## config.mk

```make
export PLATFORM = sky130hd
export DESIGN_NAME = updown_seq_ctrl
export DESIGN_NICKNAME = d
export VERILOG_FILES = /design/src/rtl/updown_seq_ctrl.sv
export SDC_FILE = /design/constraint.sdc
export NUM_CORES = 1
export LEC_CHECK = 0
export BUFFER_PORTS_ARGS = -buffer_cell sky130_fd_sc_hd__buf_2
export CAP_MARGIN = 10
export CORE_MARGIN = 2
export CORE_UTILIZATION = 40
export CTS_BUF_LIST = sky130_fd_sc_hd__clkbuf_16
export DETAILED_ROUTE_END_ITERATION = 8
export PLACE_DENSITY_LB_ADDON = 0.15
export SYNTH_ARGS = -nofsm -noshare
export SYNTH_HDL_FRONTEND = slang
export SYNTH_SLANG_ARGS = --single-unit
export TNS_END_PERCENT = 1
```

## constraint.sdc

```tcl
create_clock -name clk -period 6.6 [get_ports clk]
set_input_delay 0.66 -clock clk [delete_from_list [all_inputs] [get_ports clk]]
set_output_delay 0.66 -clock clk [all_outputs]
set_load 0.01 [all_outputs]
```

## src/rtl/updown_seq_ctrl.sv

```systemverilog
// updown_seq_ctrl: two requesters share one 4-bit up/down counter.
// A round-robin arbiter grants the counter to one requester, which then
// steps q one count per cycle toward its latched target. Direction is the
// shortest modulo-16 path (SHORTEST=1) or the direct, non-wrapping path
// (SHORTEST=0). Dropping the granted request mid-move abandons the move.
module updown_seq_ctrl #(
    parameter bit SHORTEST = 1'b1
) (
    input  logic       clk,
    input  logic       clear,
    input  logic [1:0] req,
    input  logic [3:0] tgt0,
    input  logic [3:0] tgt1,
    output logic [1:0] gnt,
    output logic [1:0] done,
    output logic [3:0] q,
    output logic       up_down,
    output logic       count_en,
    output logic       busy
);

    typedef enum logic [1:0] {
        IDLE = 2'd0,
        RUN  = 2'd1,
        DONE = 2'd2
    } state_t;

    state_t     state;
    logic       rr;
    logic [3:0] tgt_l;

    logic       pick;
    logic [3:0] tgt_sel;
    logic [3:0] q_step;
    logic       owner;
    logic       grant_now;

    // Direction for a move from cur to tgt: 1 = count down, 0 = count up.
    // Shortest mode breaks the distance-8 tie toward up.
    function automatic logic dir_down(input logic [3:0] tgt, input logic [3:0] cur);
        logic [3:0] d;
        d = tgt - cur;
        if (SHORTEST) begin
            return !((d >= 4'd1) && (d <= 4'd8));
        end else begin
            return !(tgt > cur);
        end
    endfunction

    // Arbitration choice, candidate target and next counter value.
    always_comb begin
        pick      = req[rr] ? rr : ~rr;
        tgt_sel   = pick ? tgt1 : tgt0;
        q_step    = up_down ? (q - 4'd1) : (q + 4'd1);
        owner     = gnt[1];
        grant_now = (state == IDLE) && (req != 2'b00);
    end

    // Target latch; captured only on the grant edge so later target changes are ignored.
    always_ff @(posedge clk) begin
        if (grant_now) begin
            tgt_l <= tgt_sel;
        end
    end

    // Control FSM: arbitration, counting, completion and abort handling.
    always_ff @(posedge clk or negedge clear) begin
        if (!clear) begin
            state   <= IDLE;
            rr      <= 1'b0;
            q       <= 4'd0;
            gnt     <= 2'b00;
            up_down <= 1'b0;
        end else begin
            case (state)
                IDLE: begin
                    if (req != 2'b00) begin
                        gnt     <= pick ? 2'b10 : 2'b01;
                        up_down <= dir_down(tgt_sel, q);
                        state   <= (tgt_sel == q) ? DONE : RUN;
                    end
                end
                RUN: begin
                    if (!req[owner]) begin
                        // Requester withdrew: release without a done pulse, q held.
                        gnt   <= 2'b00;
                        rr    <= ~owner;
                        state <= IDLE;
                    end else begin
                        q <= q_step;
                        if (q_step == tgt_l) begin
                            state <= DONE;
                        end
                    end
                end
                DONE: begin
                    gnt   <= 2'b00;
                    rr    <= ~owner;
                    state <= IDLE;
                end
                default: begin
                    gnt   <= 2'b00;
                    state <= IDLE;
                end
            endcase
        end
    end

    assign count_en = (state == RUN);
    assign busy     = (state != IDLE);
    assign done     = (state == DONE) ? gnt : 2'b00;

endmodule
```

---- Word-level counts from Yosys, hierarchy flattened ----
Cells that the tools add are included.
cells by class
  eq/ne operators ......................... 7
  multipliers ............................. 0
  reductions and logical operators ........ 12
  add/sub/neg operators ................... 3
  muxes and demuxes ....................... 19
  bitwise logic cells ..................... 2
  magnitude comparators ................... 4
  shift-type cells ........................ 0
  div/mod/pow operators ................... 0
operators by type and width
  operator               count
  $mux W2                8
  $reduce_and A2 Y1      5
  $eq A4 B4 Y1           2
  $mux W4                2
  $pmux W2 S2            2
  $mux W1                6
  $reduce_bool A2 Y1     3
  $add A4 B1 Y4 const B  1
  $ge A4 B1 Y1 const B   1
  $le A4 B4 Y1 const B   1
  $lt A1 B2 Y1 const B   2
  $sub A4 B1 Y4 const B  1
  $sub A4 B4 Y4          1
  $ne A3 B2 Y1 const B   1
  $eq A2 B1 Y1 const B   1
  $eq A2 B2 Y1 const B   1
  $logic_and A1 B1 Y1    2
  $logic_not A2 Y1       1
  $ne A2 B1 Y1 const B   1
  $ne A2 B2 Y1 const B   1
  $not A1 Y1             2
  $pmux W1 S2            1
  $logic_not A1 Y1       1
storage, ports and cells
  memories kept ........................... 0
  bits in latches ......................... 0
  register bits after elaboration ......... 14
  output and inout bits ................... 11
  memory bits (writable) .................. 0
  word-level logic and storage cells ...... 53
  input bits .............................. 12
  ROM bits ................................ 0

---- Longest topological paths before layout ----
Gate-level depths: netlist of run 1.
  word-level depth ........................ 8
  depth in mapped cells ................... 11
  mapped depth without buffers ............ 11

---- Worst setup path before layout of run 1 ----
OpenSTA, ideal clock, no wires.
  kind .................................... input-to-reg
  start ................................... input req[0]
  end ..................................... register up_down
  slack ................................... 4.029 ns
  cell stages on the path ................. 9
  path buffers ............................ 0
  library setup time ...................... 0.141 ns
  data required time ...................... 6.459 ns
  arrival ................................. 2.430 ns
  cell sequence ........................... o21ai_4 > mux2_2 > ha_1 > nor2b_1 > nor3b_1 > xor2_1 > o311ai_1 > xor2_1 > a21oi_1
on the way
  word-level cells in the longest chain between the ends .. 8
  elaborated cells between the ends (all ways) .. 11
  classes of those cells .................. add/sub: 1; order compare: 2; mux: 4; reduce/logical: 4
RTL lines
  element                                              RTL line  RTL
  start: declaration                                   11        input logic [1:0] req,
  $mux W1 (implied by the code) * (2 in series)        52        pick = req[rr] ? rr : ~rr;
  $mux W1 *                                            52
  $mux W4 *                                            53        tgt_sel = pick ? tgt1 : tgt0;
  named net tgt_sel[1]                                 33        logic [3:0] tgt_sel;
  $sub A4 B4 Y4 *                                      42        d = tgt - cur;
  $ge A4 B1 Y1 / $le A4 B4 Y1 (equally long branches)  44        return !((d >= 4'd1) && (d <= 4'd8));
  $logic_and A1 B1 Y1 *                                44
  $logic_not A1 Y1 *                                   44
  end signal: assignment                               79        up_down <= dir_down(tgt_sel, q);
  end: declaration                                     17        output logic up_down,
Mark *: on every way through the listed nets, which the timed path passes. The rest lies on a longest branch. The select of a mux whose other input is x is not followed.
A chain may end at the register's enable or synchronous reset.

---- Worst setup path in the final report of run 1 ----
  start ................................... input req[1]
  end ..................................... register up_down
on the way
  word-level cells in the longest chain between the ends .. 8
  elaborated cells between the ends (all ways) .. 11
  classes of those cells .................. add/sub: 1; order compare: 2; mux: 4; reduce/logical: 4
RTL lines
  element                                              RTL line
  $mux W1 (implied by the code) (2 in series)          52
  $mux W1                                              52
  $mux W4                                              53
  $sub A4 B4 Y4                                        42
  $ge A4 B1 Y1 / $le A4 B4 Y1 (equally long branches)  44
  $logic_and A1 B1 Y1                                  44
  $logic_not A1 Y1                                     44
Parallel ways exist; a longest one is shown, timed or not. The select of a mux whose other input is x is not followed.

==> summary.md, run 1 <==
| Metric | Value |
|---|---|
| Worst-skew pair later-pin latency | 0.24 ns |
| Register Area | 370 µm² |
| Leading cell types in the layout, fill and taps excluded | buf_2, dfrtp_1, o21ai_0 |
| EDFF count, synth | 4 |
| Sw Ratio | 41.0% |
| First-pass GRT wire length | 3.17 mm |
| Clock Tree Root | clkbuf_16 |
| Req. time, crit path | 6.70 ns |
| Worst Tran Pin Value | 0.489 ns |
| Rows | 17 |
| Die width | 53.1 µm |
| DRC Markers | 0 |
| Largest family of logic cells by synthesized area | compound AO/OA/AOI/OAI gates |
| Leak Pwr | 0.549 nW |
| WS Path Type | input pin to flip-flop |
| CP top delay family | adder cells |
| Critical path buffers and inverters | 2 |
| Antenna-violating nets left | 0 |
| Worst Setup Start Kind | input pin |
| Fmax achieved | 0.378 GHz |
| Syn_nets | 113 |
| Synth Area in Simple Gates | 13.9% |
| Nets | 139 |
| Run status | finished clean |
| # setup viols final | 0 |
| Synthesized instance count | 94 |
| Asr flop ratio synth | 71.4% |
| Fillers | 225 |
| Final WL | 1.88 mm |
| Post-synth cell types | 35 |
| Footprint of the multi-input gates | 572 µm² |
| CTS tree | yes |
| Hold-fix buffers, CTS | 0 |
| Multiplexer share of the synthesized area | 5.97% |
| Slew HR | 67.3% |
| Comb pwr share | 55.7% |
| Seq/Total Area, Yosys | 38.4% |
| N_diodes | 0 |
| Worst path cell trace | buf_2 > nand2_2 > o21ai_4 > mux2i_1 > ha_1 > inv_1 > fa_1 > nand2b_1 > o311ai_1 > xor2_1 > a21oi_1 |
| IR Drop Worst-Case VDD | 0.000284 V |
| Share of total power in the clock network | 16.8% |
| H-tree levels | 1 |
| Final design utilization | 52.6% |
| Psw | 0.000278 W |
| Die ar. | 0.00282 mm² |
| # Post-CTS Setup Buffers | 0 |
| Max_cap viols | 0 |
| Share of cells above drive strength 1 | 26.9% |
| Via count | 747 |
| Power Dens Cells | 572 mW/mm² |
| Main synth FF type | dfrtp_1 |
| Worst-path fanout max | 8 |
| Hold Crit Class | input pin to async pin |
| Post-CTS Resized | 0 |
| Die H | 53.1 µm |
| DRT iter0 DRCs | 6 |
| Avg Vias per Cell | 5.08 |
| Slowest cell on crit path | fa_1 |
| Placed Area | 0.00111 mm² |
| PortBufs | 22 |
| Tot Pwr | 0.000678 W |
| I/O pin cnt | 23 |
| Initial Utilization | 42.8% |
| CTS sink cnt | 14 |
| Clock slew at reported path FFs | 0.05 ns |
| Synthesized area per cell | 10.3 µm² |
| Core ar. | 0.00225 mm² |
| Xor-xnor portion of the synthesized cell area | 13.5% |
| RSZ-0062 raised after global routing | false |
| WL/cell | 12.8 µm |
| Max clock buf depth | 2 |
| Final period util | 40.1% |
| Internal power | 0.000400 W |
| Yosys warns | 0 |
| Number of buffers created by CTS | 3 |
| Slowest Stage Delay on Critical Path | 0.45 ns |
| Vias in the first global route | 716 |
| Synth Area in Compound Gates | 15.3% |
| Initial antenna violation count | 0 |
| Finished Cell Area | 0.00118 mm² |
| Routability cong. | 0.827 |
| Most common cell after layout, fill and taps aside | buf_2 |
| Max Transition Viols Final | 0 |
| Minimum clock period | 2.65 ns |
| Setup crit end kind | flip-flop |
| Clock skew | 0.00237 ns |
| Setup TNS | 0 ns |
| Gr ovfl total | 0 |
| Overall global routing resource usage | 15.9% |
| Worst EP arrival | 2.75 ns |
| FF+latch count, synth | 14 |
| Iteration count of the initial detailed-routing pass | 2 |
| Adder-Cell Fraction of Synth Area | 10.6% |
| Pin count of the biggest net entering global routing | 11 |
| Sequential power share | 27.5% |
| Final Hold Fails | 0 |
| P&R area growth vs syn | 22.8% |
| Dpl hpwl | 1.53 mm |
| Synth Cell Area | 965 µm² |
-- worst paths after layout --
| path | start | endpoint | slack, ns | cells past startpoint |
|---|---|---|---|---|
| worst max-delay path | req[1] | up_down | 3.95 | 11 |
| worst min-delay path | clear | gnt[1] | 0.28 | 1 |
| worst max register to register | rr | up_down | 4.08 | 10 |
| worst min register to register | gnt[0] | gnt[0] | 0.53 | 2 |
| max in group asynchronous | clear | q[1] | 6.12 | 1 |
| min in group clk | gnt[0] | gnt[0] | 0.53 | 2 |
-- power by group through the flow --
stage | clock (W) | combinational, W | sequential, W
finish | 0.000114 | 0.000377 | 0.000187
global route | 0.000121 | 0.000428 | 0.000195
CTS | 0.000118 | 0.000385 | 0.000188
detailed placement | 0 | 0.000383 | 0.000189
global placement | 0 | 0.000376 | 0.000187
floorplan | 0 | 0.000291 | 0.000187
-- cell usage after synthesis (2+ instances only) --
library cell  instances  area, µm²
and3b_1               2       17.5
edfxtp_1              4        120
nand2_1               7       26.3
inv_1                 5       18.8
fa_1                  2       40.0
o21a_1                2       15.0
o21ai_0               8       40.0
ha_1                  5       62.6
nand2b_1              2       12.5
mux2_2                2       22.5
xnor2_1               6       52.6
nor2_1                6       22.5
mux2i_1               2       20.0
dfrtp_1              10        250
a21oi_1               4       20.0
nand3_1               2       10.0
xor2_1                7       61.3
-- layout make-up --
| class | count | area share (%) |
|---|---|---|
| tap | 28 | 2.96 |
| clock buffer | 3 | 6.34 |
| sequential | 14 | 31.3 |
| clock inverter | 1 | 0.317 |
| inverter | 5 | 1.58 |
| timing repair buffer | 22 | 9.29 |
| multi-input combinational | 74 | 48.3 |
-- per-layer routing --
metal	share of wire [%]	up-vias	GRT usage (%)
met3	3.0	2	0.847
met2	48	15	23.1
met5	0	-	0
met1	47	351	22.8
li1	-	379	-
met4	1.8	0	10.3
-- logic make-up (layout without fill, tap and decap cells) --
family	after synthesis	after routing
simple gates	26	26
compound gates	22	22
xor+xnor	14	14
flops	14	14
fa+ha+maj	7	7
buf+inv	6	31
mux	5	5
-- flip-flops by register name (all words and copies together), names as in the netlist --
name / flops
up_down: 1
q: 4
state: 2
tgt_l: 4
gnt: 2
rr: 1
-- per-stage QoR --
step | std cells | hold WS [ns] | worst slack [ns]
2_1_floorplan | 94 | 0.364 | 4.03
3_3_place_gp | 143 | 0.508 | 3.73
3_5_place_dp | 143 | 0.523 | 3.68
4_1_cts | 147 | 0.289 | 3.93
5_1_grt | 147 | 0.289 | 3.77
6_report | 147 | 0.277 | 3.95
No activity file was read; power rests on OpenSTA's default activity.
==> run 2: changes to the inputs <==
- clock period: 6.6 -> 2.27 ns (I/O delays scaled with it)
==> run 2 against run 1 <==
The run now ends with negative setup slack left. Hold slack better by 0.038 ns. Clock skew fell by 0.00081 ns. Clock power rose to 3.0 times the previous value. Count of clock-buffer cells in the layout is the same. Critical endpoint unchanged. Largest cell class unchanged.
==> summary.md, run 2 (synthesis gave the netlist of run 1 again) <==
| Metric | Value |
|---|---|
| Run status | finished with violations (was finished clean) |
| Violated checks | negative setup slack |
| Worst-skew pair later-pin latency | 0.25 ns (was 0.24 ns) |
| Slowest cell on crit path | dfrtp_2 (was fa_1) |
| IR Drop Worst-Case VDD | 0.000839 V (was 0.000284 V) |
| Finished Cell Area | 0.00133 mm² (was 0.00118 mm²) |
| Leak Pwr | 0.618 nW (was 0.549 nW) |
| Die H | 53.1 µm (unchanged) |
| P&R area growth vs syn | 37.9% (was 22.8%) |
| H-tree levels | 1 (unchanged) |
| FF-to-FF setup slack | -0.16 ns (was 4.08 ns) |
| Overall global routing resource usage | 19.5% (was 15.9%) |
| DRT iter0 DRCs | 10 (was 6) |
| Place WS | -0.201 ns (was 3.68 ns) |
| Worst-path fanout max | 5 (was 8) |
| Iteration count of the initial detailed-routing pass | 4 (was 2) |
| WS Path Type | flip-flop to flip-flop (was input pin to flip-flop) |
| RSZ-0062 raised after global routing | true (was false) |
| Post-route insts no fill | 157 (was 147) |
| Met2 usage | 31.5% (was 23.1%) |
| Leading cell types in the layout, fill and taps excluded | buf_2, dfrtp_1, buf_4 (was buf_2, dfrtp_1, o21ai_0) |
| CTS sink cnt | 14 (unchanged) |
| Biggest regs | q x4, tgt_l x4 (unchanged) |
| Placed Instances | 150 (was 143) |
| Die width | 53.1 µm (unchanged) |
| Minimum clock period | 2.43 ns |
| Power Dens Cells | 1730 mW/mm² (was 572 mW/mm²) |
| Final WL | 2.30 mm (was 1.88 mm) |
| Worst path cell trace | o21ai_4 > mux2i_2 > ha_2 > inv_1 > fa_2 > xor2_1 > o311ai_4 > xor2_1 > a21oi_1 (was buf_2 > nand2_2 > o21ai_4 > mux2i_1 > ha_1 > inv_1 > fa_1 > nand2b_1 > o311ai_1 > xor2_1 > a21oi_1) |
| Max_cap viols | 0 (unchanged) |
| Vias in the first global route | 801 (was 716) |
| Placed Area | 0.00119 mm² (was 0.00111 mm²) |
| Sw Ratio | 41.6% (was 41.0%) |
| Most common cell after layout, fill and taps aside | buf_2 (unchanged) |
| Tot Pwr | 0.00230 W (was 0.000678 W) |
| Nets | 149 (was 139) |
| Worst-case reg-to-reg path depth | 9 (was 10) |
| # setup viols final | 1 (was 0) |
| I/O pin cnt | 23 (unchanged) |
| Req. time, crit path | 2.38 ns (was 6.70 ns) |
| GR Layer Usage met3 | 3.67% (was 0.847%) |
| Slew HR | 66.6% (was 67.3%) |
| Routability cong. | 0.793 (was 0.827) |
| Initial antenna violation count | 0 (unchanged) |
| Critical path depth | 9 (was 11) |
| Initial Utilization | 42.8% (unchanged) |
| Worst Tran Pin Value | 0.499 ns (was 0.489 ns) |
| Number of buffers created by CTS | 3 (unchanged) |
| Psw | 0.000956 W (was 0.000278 W) |
| Comb pwr share | 61.9% (was 55.7%) |
| Hold_sp | tgt1[3] |
| Clock slew at reported path FFs | 0.05 ns (about the same) |
| Avg Vias per Cell | 5.22 (was 5.08) |
| WL/cell | 14.7 µm (was 12.8 µm) |
| CP top delay family | compound AO/OA/AOI/OAI gates (was adder cells) |
| Max Transition Viols Final | 0 (unchanged) |
| R2r startpoint | rr (unchanged) |
| Core ar. | 0.00225 mm² (unchanged) |
| Hold WS | 0.315 ns (was 0.277 ns) |
| FF-to-FF End | up_down (unchanged) |
| CTS tree | yes (unchanged) |
| Final Hold Fails | 0 (unchanged) |
| Setup crit end kind | flip-flop (unchanged) |
| Critical Path Most Common Cell | xor2_1 |
| N_diodes | 0 (unchanged) |
| Die ar. | 0.00282 mm² (unchanged) |
| Share of total power in the clock network | 14.6% (was 16.8%) |
| Clock skew | 0.00155 ns (was 0.00237 ns) |
| Critical path buffers and inverters | 1 (was 2) |
| First-pass GRT wire length | 3.68 mm (was 3.17 mm) |
| Hold depth | 2 |
| Rows | 17 (unchanged) |
| Worst Setup Start Kind | flip-flop (was input pin) |
| Internal power | 0.00134 W (was 0.000400 W) |
| Worst EP arrival | 2.54 ns (was 2.75 ns) |
| Final period util | 107% |
| PortBufs | 22 (unchanged) |
| Hold path endpoint | tgt_l[3] |
| Hold Crit Class | input pin to flip-flop (was input pin to async pin) |
| DRC Markers | 0 (unchanged) |
| Met1 Resource Use GR | 23.6% (was 22.8%) |
| Gr ovfl total | 0 (unchanged) |
| Pin count of the biggest net entering global routing | 11 (unchanged) |
| Share of cells above drive strength 1 | 39.5% (was 26.9%) |
| Dpl hpwl | 1.69 mm (was 1.53 mm) |
| Sequential power share | 23.4% (was 27.5%) |
| PnR worst setup slack | -0.162 ns (was 3.95 ns) |
| Antenna-violating nets left | 0 (unchanged) |
| Most Crowded Layer GR | met2 (unchanged) |
| Slowest Stage Delay on Critical Path | 0.45 ns (about the same) |
| Fmax achieved | 0.411 GHz |
| Clock Tree Root | clkbuf_16 (unchanged) |
| Via count | 820 (was 747) |
| Max clock buf depth | 2 (unchanged) |
## run 2: stage by stage
step                      util [%]  setup TNS [ns]
after floorplan                  -               0
after global placement        53.0         -0.0338
after detailed placement      53.0          -0.201
after CTS                     57.8          -0.140
after global routing          59.0          -0.259
final                         59.0          -0.162
## run 2: worst max path at each step
stage                   end  startpoint
CTS                 up_down          rr
finish              up_down          rr
floorplan           up_down          rr
detailed placement  up_down          rr
global placement    up_down          rr
global route        up_down          rr
## run 2: cell type report
type / instances / area (µm²)
multi-input combinational: 74 / 638
clock inverter: 1 / 3.75
timing repair buffer: 32 / 188
clock buffer: 3 / 75.1
inverter: 5 / 18.8
sequential: 14 / 372
fill: 217 / 925
tap: 28 / 35.0
## run 2: power groups by stage
stage / Combinational, W / Clock (W) / Sequential, W
global route: 0.00160 / 0.000358 / 0.000555
floorplan: 0.000911 / 0 / 0.000544
finish: 0.00142 / 0.000337 / 0.000538
CTS: 0.00133 / 0.000343 / 0.000537
detailed placement: 0.00127 / 0 / 0.000538
global placement: 0.00123 / 0 / 0.000527
## run 2: repair_timing
action / in CTS / in global routing
setup endpoints to repair: 1 / 1
setup buffers: 1 / 1
gates resized for setup: 3 / 3
pin swaps: 0 / 4
hold buffers: 1 / 0
endpoints found under the hold margin: 10 / 0
## run 2: metal layers
layer  routed length (µm)  vias to the layer above
met5                    0                        -
met4                   64                        0
met3                   82                        5
met2                 1200                       18
met1                  962                      400
li1                     -                      397
==> run 3: changes to the inputs <==
==> constraint.sdc (replaced) <==
create_clock -name clk -period 2.27 [get_ports clk]
set_input_delay 0 -clock clk [delete_from_list [all_inputs] [get_ports clk]]
set_output_delay 0 -clock clk [all_outputs]
set_load 0.01 [all_outputs]
==> run 3 against run 2 <==
The run still ends with negative setup slack left. Sequential power shrank 0.9%. Hold slack worse by 0.22 ns. Total power shrank 1.3%. Cell count down 0.64%. Combinational power barely moved. Count of clock-buffer cells in the layout did not move. Via count is 5.5% lower. First-iteration DRC count up 20%. Sequential cell count did not move. Critical path type unchanged. Critical endpoint unchanged. Largest cell class unchanged. Largest power group unchanged. Highest routed layer unchanged.
==> summary.md, run 3 (synthesis gave the netlist of run 1 again) <==
| Metric | Value |
|---|---|
| H-tree levels | 1 (unchanged) |
| DRT iter0 DRCs | 12 (was 10) |
| Routability cong. | 0.783 (was 0.793) |
| Clock slew at reported path FFs | 0.05 ns (about the same) |
| Tot Pwr | 0.00227 W (was 0.00230 W) |
| Leading cell types in the layout, fill and taps excluded | buf_2, dfrtp_1 (was buf_2, dfrtp_1, buf_4) |
| Most common cell after layout, fill and taps aside | buf_2 (unchanged) |
| IR Drop Worst-Case VDD | 0.000868 V (was 0.000839 V) |
| Final Hold Fails | 0 (unchanged) |
| Worst Setup Start Kind | flip-flop (unchanged) |
| Gr ovfl total | 0 (unchanged) |
| WL/cell | 13.2 µm (was 14.7 µm) |
| N_diodes | 0 (unchanged) |
| Power Dens Cells | 1710 mW/mm² (was 1730 mW/mm²) |
| Pin count of the biggest net entering global routing | 11 (unchanged) |
| Max_cap viols | 0 (unchanged) |
| Worst-case reg-to-reg path depth | 9 (unchanged) |
| Worst-skew pair later-pin latency | 0.24 ns (was 0.25 ns) |
| R2r startpoint | rr (unchanged) |
| Die H | 53.1 µm (unchanged) |
| Setup TNS | -0.102 ns (was -0.162 ns) |
| Fillers | 201 (was 217) |
| Setup crit end kind | flip-flop (unchanged) |
| Avg Vias per Cell | 4.97 (was 5.22) |
| Final design utilization | 58.8% (was 59.0%) |
| Worst-path fanout max | 5 (unchanged) |
| Number of buffers created by CTS | 3 (unchanged) |
| Minimum clock period | 2.37 ns (was 2.43 ns) |
| PnR worst setup slack | -0.102 ns (was -0.162 ns) |
| Final WL | 2.06 mm (was 2.30 mm) |
| Slew HR | 68.2% (was 66.6%) |
| Max clock buf depth | 2 (unchanged) |
| Max Transition Viols Final | 0 (unchanged) |
| Worst setup path startpoint | rr (unchanged) |
| Share of cells above drive strength 1 | 39.8% (was 39.5%) |
| Run status | finished with violations (unchanged) |
| PortBufs | 22 (unchanged) |
| Core ar. | 0.00225 mm² (unchanged) |
| Clock Tree Root | clkbuf_16 (unchanged) |
| Hold Crit Class | input pin to flip-flop (unchanged) |
| Antenna-violating nets left | 0 (unchanged) |
| Footprint of the multi-input gates | 638 µm² (unchanged) |
| Finished Cell Area | 0.00133 mm² (about the same) |
| Clock skew | 0.00358 ns (was 0.00155 ns) |
| Register Area | 372 µm² (unchanged) |
| P&R area growth vs syn | 37.5% (was 37.9%) |
| Req. time, crit path | 2.38 ns (about the same) |
| WS Path Type | flip-flop to flip-flop (unchanged) |
| Via count | 775 (was 820) |
| Initial Utilization | 42.8% (unchanged) |
| Rows | 17 (unchanged) |
| Overall global routing resource usage | 17.4% (was 19.5%) |
| Die width | 53.1 µm (unchanged) |
| Fmax achieved | 0.422 GHz (was 0.411 GHz) |
| # setup viols final | 1 (unchanged) |
| Initial antenna violation count | 0 (unchanged) |
| Vias in the first global route | 751 (was 801) |
| Placed Area | 0.00118 mm² (was 0.00119 mm²) |
| FF-to-FF setup slack | -0.10 ns (was -0.16 ns) |
| Critical path endpoint | up_down (unchanged) |
| Leak Pwr | 0.614 nW (was 0.618 nW) |
| Nets | 148 (was 149) |
| Hold WS | 0.0948 ns (was 0.315 ns) |
| RSZ-0062 raised after global routing | true (unchanged) |
| Die ar. | 0.00282 mm² (unchanged) |
| Violated checks | negative setup slack (unchanged) |
| Worst EP arrival | 2.48 ns (was 2.54 ns) |
| FF-to-FF End | up_down (unchanged) |
| Worst Tran Pin Value | 0.475 ns (was 0.499 ns) |
| CTS tree | yes (unchanged) |
| I/O pin cnt | 23 (unchanged) |
| Iteration count of the initial detailed-routing pass | 4 (unchanged) |
| DRC Markers | 0 (unchanged) |
| Biggest regs | q x4, tgt_l x4 (unchanged) |
| CTS sink cnt | 14 (unchanged) |
| First-pass GRT wire length | 3.39 mm (was 3.68 mm) |
| Final period util | 104% (was 107%) |
| Dpl hpwl | 1.60 mm (was 1.69 mm) |
run 3: layout make-up:
| class | instances | share of cell area (%) |
|---|---|---|
| inverters | 5 | 1.42 |
| clock inverters | 1 | 0.283 |
| well taps | 28 | 2.64 |
| flip-flops and latches | 14 | 28.0 |
| multi-input cells | 74 | 48.1 |
| repair buffers | 31 | 13.9 |
| clock buffers | 3 | 5.66 |
run 3: layer usage:
layer | GRT usage (%) | vias up | share of wire (%)
met2 | 27.1 | 16 | 47
met3 | 5.65 | 4 | 4.0
met4 | 7.69 | 0 | 1.9
met1 | 21.8 | 360 | 47
met5 | 0 | - | 0
li1 | - | 395 | -
run 3: per-stage QoR:
step / setup slack (ns) / cells
5_1_grt: -0.215 / 156
6_report: -0.102 / 156
3_5_place_dp: -0.151 / 148
2_1_floorplan: 0.00870 / 94
3_3_place_gp: -0.0338 / 148
4_1_cts: -0.108 / 156
run 3: how the worst min path moves through the flow:
stage                     startpoint       end  slack (ns)  cells after the start
final                        tgt1[3]  tgt_l[3]        0.09                      2
after global routing         tgt1[3]  tgt_l[3]        0.10                      2
after CTS                    tgt1[3]  tgt_l[3]        0.09                      2
after detailed placement       clear    gnt[1]       -0.12                      1
after global placement         clear    gnt[1]       -0.12                      1
after floorplan                clear    gnt[0]       -0.30                      0
run 3: critical path: stages, from the launching register on:
cell	delay [ns]
dfrtp_2	0.44
o21ai_4	0.20
mux2i_2	0.27
ha_2	0.22
inv_2	0.04
fa_2	0.39
nand2b_4	0.16
o311ai_4	0.26
xor2_1	0.17
a21oi_1	0.08
run 3: report_power, final:
| group | leakage, nW | internal (W) | switching, W |
|---|---|---|---|
| Combinational | 0.416 | 0.000726 | 0.000677 |
| Clock | 0.0385 | 0.000233 | 0.000100 |
| Sequential | 0.159 | 0.000390 | 0.000144 |
| Total | 0.614 | 0.00135 | 0.000921 |
run 3: repair_timing:
| action | CTS | global route |
|---|---|---|
| endpoints found under the hold margin | 10 | 0 |
| pin swaps | 5 | 1 |
| resized for setup | 8 | 0 |
| setup buffers | 3 | 0 |
| hold buffers | 1 | 0 |
| endpoints found under the setup margin | 1 | 1 |
